`config.mk`:
```
export PLATFORM = sky130hd
export DESIGN_NAME = check_pipe
export DESIGN_NICKNAME = d
export VERILOG_FILES = /design/src/rtl/result_checker_pipe.sv
export SDC_FILE = /design/constraint.sdc
export NUM_CORES = 1
export LEC_CHECK = 0
export CORE_AREA = 2 2 39 41
export DETAILED_ROUTE_END_ITERATION = 12
export DIE_AREA = 0 0 41 43
export DONT_BUFFER_PORTS = 1
export PLACE_DENSITY_LB_ADDON = 0.25
export SYNTH_ARGS = -nofsm -noshare
export SYNTH_HDL_FRONTEND = slang
export SYNTH_SLANG_ARGS = --single-unit
```
`constraint.sdc`:
```
create_clock -name clk -period 0.8 [get_ports clk]
set_input_delay 0.16 -clock clk [delete_from_list [all_inputs] [get_ports clk]]
set_output_delay 0.16 -clock clk [all_outputs]
set_load 0.02 [all_outputs]
```
`src/rtl/result_checker_pipe.sv`:
```
// Tag delay line matching the RAM read latency; a flush drops every
// in-flight tag so an aborted check leaves nothing behind.
module check_pipe #(
    parameter int ADDR_WIDTH = 9,
    parameter int RD_LAT     = 2
) (
    input  logic                  clk,
    input  logic                  rst_n,
    input  logic                  flush,
    input  logic                  in_valid,
    input  logic [ADDR_WIDTH-1:0] in_addr,
    output logic                  out_valid,
    output logic [ADDR_WIDTH-1:0] out_addr,
    output logic                  any_valid
);

    logic [RD_LAT-1:0]     vld;
    logic [ADDR_WIDTH-1:0] adr [RD_LAT];

    always_ff @(posedge clk or negedge rst_n) begin
        if (!rst_n) begin
            vld <= '0;
            for (int i = 0; i < RD_LAT; i++) begin
                adr[i] <= '0;
            end
        end else begin
            if (flush) begin
                vld <= '0;
            end else begin
                vld[0] <= in_valid;
                for (int i = 1; i < RD_LAT; i++) begin
                    vld[i] <= vld[i-1];
                end
            end
            adr[0] <= in_addr;
            for (int i = 1; i < RD_LAT; i++) begin
                adr[i] <= adr[i-1];
            end
        end
    end

    assign out_valid = vld[RD_LAT-1];
    assign out_addr  = adr[RD_LAT-1];
    assign any_valid = |vld;

endmodule

```
==> flow_summary.json, run 1 <==
{
  "end_kind": "output port",
  "routabilityCongestion": 0.579,
  "n_antenna_cell": 0,
  "start_util": 0.427,
  "finalCritPeriodShare": 1.41,
  "powerDensity_nw_per_um2": 2450,
  "cp_max_fo": 2,
  "clock_path_buffers": 2,
  "ys_seq_area_frac": 0.847,
  "core_area_um2": 1380,
  "worst_slew_margin_rel": 0.453,
  "worst-path-buf-inv": 0,
  "leakage_nw": 0.323,
  "drv_slew": 0,
  "syn_area_um2": 591,
  "wire_per_inst_um": 12.3,
  "r2r_end": "vld[1]",
  "setup_viol": 11,
  "grt-ovfl-total": 0,
  "syn_nets": 45,
  "ys_types": 5,
  "fp-row-count": 14,
  "antenna_found_initial": 0,
  "vdd_drop_max_mv": 1.27,
  "max_freq_ghz": 0.886,
  "nFillCells": 108,
  "crit_required_ps": 640,
  "track_usage": 0.0955,
  "crit_path_start_kind": "flop",
  "vias": 234,
  "grt_pass1_wl_um": 945,
  "fin_crit_ps": 1130,
  "slowest_stage": "dfrtp_1",
  "clk_pin_slew_ps": 100,
  "num-nets-final": 53,
  "finClkSkew_ps": 2.59,
  "cap_violations": 0,
  "grt_max_degree": 21,
  "grt_pass1_vias": 217,
  "r2r_start": "vld[0]",
  "wirelength_um": 675,
  "cp_top_family": "flip-flops",
  "firstDrtPassIters": 1,
  "portBuffers": 0,
  "crit_chain": "or2_4",
  "drive_gt1_frac": 0.410,
  "power_mw": 1.75,
  "fin_util": 0.515,
  "r2r_slack_ps": 120,
  "route.detailed.drc": 0,
  "tightest_slew_ps": 820,
  "violations": "negative setup slack",
  "max_stage_delay_ps": 390,
  "vias_per_cell": 4.25,
  "first_iter_violations": 0,
  "avgSynthCellArea_um2": 18.5,
  "numCtsBuffers": 3,
  "cts_tree": "built",
  "ys_warn_count": 0,
  "area_growth_pct": 20.8,
  "worst_hold_path_type": "in -> async",
  "critPathKind": "reg -> out",
  "ios": 24,
  "die_h_um": 43,
  "die_w_um": 41,
  "die_area_um2": 1760,
  "ant_nets": 0,
  "post_cts_buffers": 0,
  "hold_viol": 0,
  "htree_levels": 1,
  "arrival_ps": 970,
  "cts_sinks": 20,
  "clkLatencyLatePin_ps": 290,
  "status": "finished with violations",
  "rsz0062_at_grt": "true",
  "root_buffer": "clkbuf_4",
  "r2r_cells": 1,
  "synth-seq-cells": 20,
  "fin_ws_ps": -328,
  "synth_cells": 32
}
==> state kept, by name, summed over array words and instances, names as in the netlist <==
register,cells
out_addr,9
adr,9
vld,2
==> logic make-up after synthesis <==
| logic type | synth area share |
|---|---|
| flip-flops | 0.847 |
| buffers and inverters | 0.114 |
| AND/OR/NAND/NOR | 0.0381 |
==> per-stage QoR <==
stage                     setup TNS [ps]  cells  hold slack (ps)  area [µm²]  setup slack [ps]
after global routing               -1870     55             47.3         713              -366
final                              -1540     55             18.2         713              -328
after CTS                          -5250     55             30.1         707              -348
after detailed placement          -0.668     40             -135         554            -0.668
after floorplan                    -56.9     32             -136         594             -56.9
after global placement                 0     40             -135         554              4.84
==> area by class of cell <==
cell class	instances	area, µm²	area share
Tap cell	16	20.0	0.0281
Clock buffer	4	36.3	0.0509
Timing Repair Buffer	12	120	0.168
Multi-Input combinational cell	3	25.0	0.0351
Sequential cell	20	512	0.718
==> cell usage in the layout (no fill, tap or decap) <==
master          synthesis  routed
clkbuf_4                0       3
dlymetal6s4s_1          0       1
clkbuf_8                0       1
dfrtp_2                 0       9
and2b_1                 1       1
or2_4                   0       1
buf_4                   9       1
dlygate4sd3_1           0      10
and2b_2                 1       1
dfrtp_1                20      11
==> layer usage <==
| layer | part of all wire | vias to the layer above | GRT usage |
|---|---|---|---|
| li1 | - | 101 | - |
| met1 | 0.32 | 113 | 0.0827 |
| met5 | 0 | - | 0 |
| met2 | 0.54 | 18 | 0.138 |
| met3 | 0.12 | 2 | 0.0366 |
| met4 | 0.010 | 0 | 0.120 |
==> worst max path at each step <==
| stage | startpoint | to | cells past startpoint | slack (ps) |
|---|---|---|---|---|
| after CTS | vld[0] | any_valid | 1 | -350 |
| after global placement | vld[1] | any_valid | 1 | 5 |
| after detailed placement | vld[0] | any_valid | 1 | -0.7 |
| after floorplan | vld[1] | any_valid | 1 | -60 |
| after global routing | vld[1] | any_valid | 1 | -370 |
| final | vld[0] | any_valid | 1 | -330 |
==> where the power goes <==
part	leakage, nW	internal [mW]	switching [mW]
clock network	0.0210	0.277	0.280
logic	0.0752	0.0471	0.0332
registers	0.227	1.06	0.0469
total	0.323	1.39	0.360
==> synth_stat cells, drive strengths merged <==
master  instances  area share
buf             9        0.11
dfrtp          20        0.85
or2             1       0.011
and2b           2       0.028
==> timing repair <==
item,CTS,global route
hold buffers,11,0
pin swaps,0,0
endpoints found under the setup margin,11,31
resized for setup,5,4
endpoints found under the hold margin,30,0
No activity file was read; power rests on OpenSTA's default activity.
==> run 2: changes to the inputs <==
--- a/config.mk
+++ b/config.mk
@@ -9,6 +9,7 @@
 export DETAILED_ROUTE_END_ITERATION = 12
 export DIE_AREA = 0 0 41 43
 export DONT_BUFFER_PORTS = 1
+export MAX_ROUTING_LAYER = met4
 export PLACE_DENSITY_LB_ADDON = 0.25
 export SYNTH_ARGS = -nofsm -noshare
 export SYNTH_HDL_FRONTEND = slang
==> results of run 2 <==
Same layout as run 1: the final DEF is identical, and so are final timing and power.
Among the figures that moved: final weighted congestion in routability-driven placement 0.579 -> 0.582; overall routing resource usage 0.0955 -> 0.0980
==> run 3: changes to the inputs <==
--- a/config.mk
+++ b/config.mk
@@ -11,6 +11,7 @@
 export DONT_BUFFER_PORTS = 1
 export MAX_ROUTING_LAYER = met4
 export PLACE_DENSITY_LB_ADDON = 0.25
+export SLEW_MARGIN = 20
 export SYNTH_ARGS = -nofsm -noshare
 export SYNTH_HDL_FRONTEND = slang
 export SYNTH_SLANG_ARGS = --single-unit
==> results of run 3 <==
Same layout as run 1: the final DEF is identical, and so are final timing and power.
Among the figures that moved: final weighted congestion in routability-driven placement 0.579 -> 0.582; overall routing resource usage 0.0955 -> 0.0980
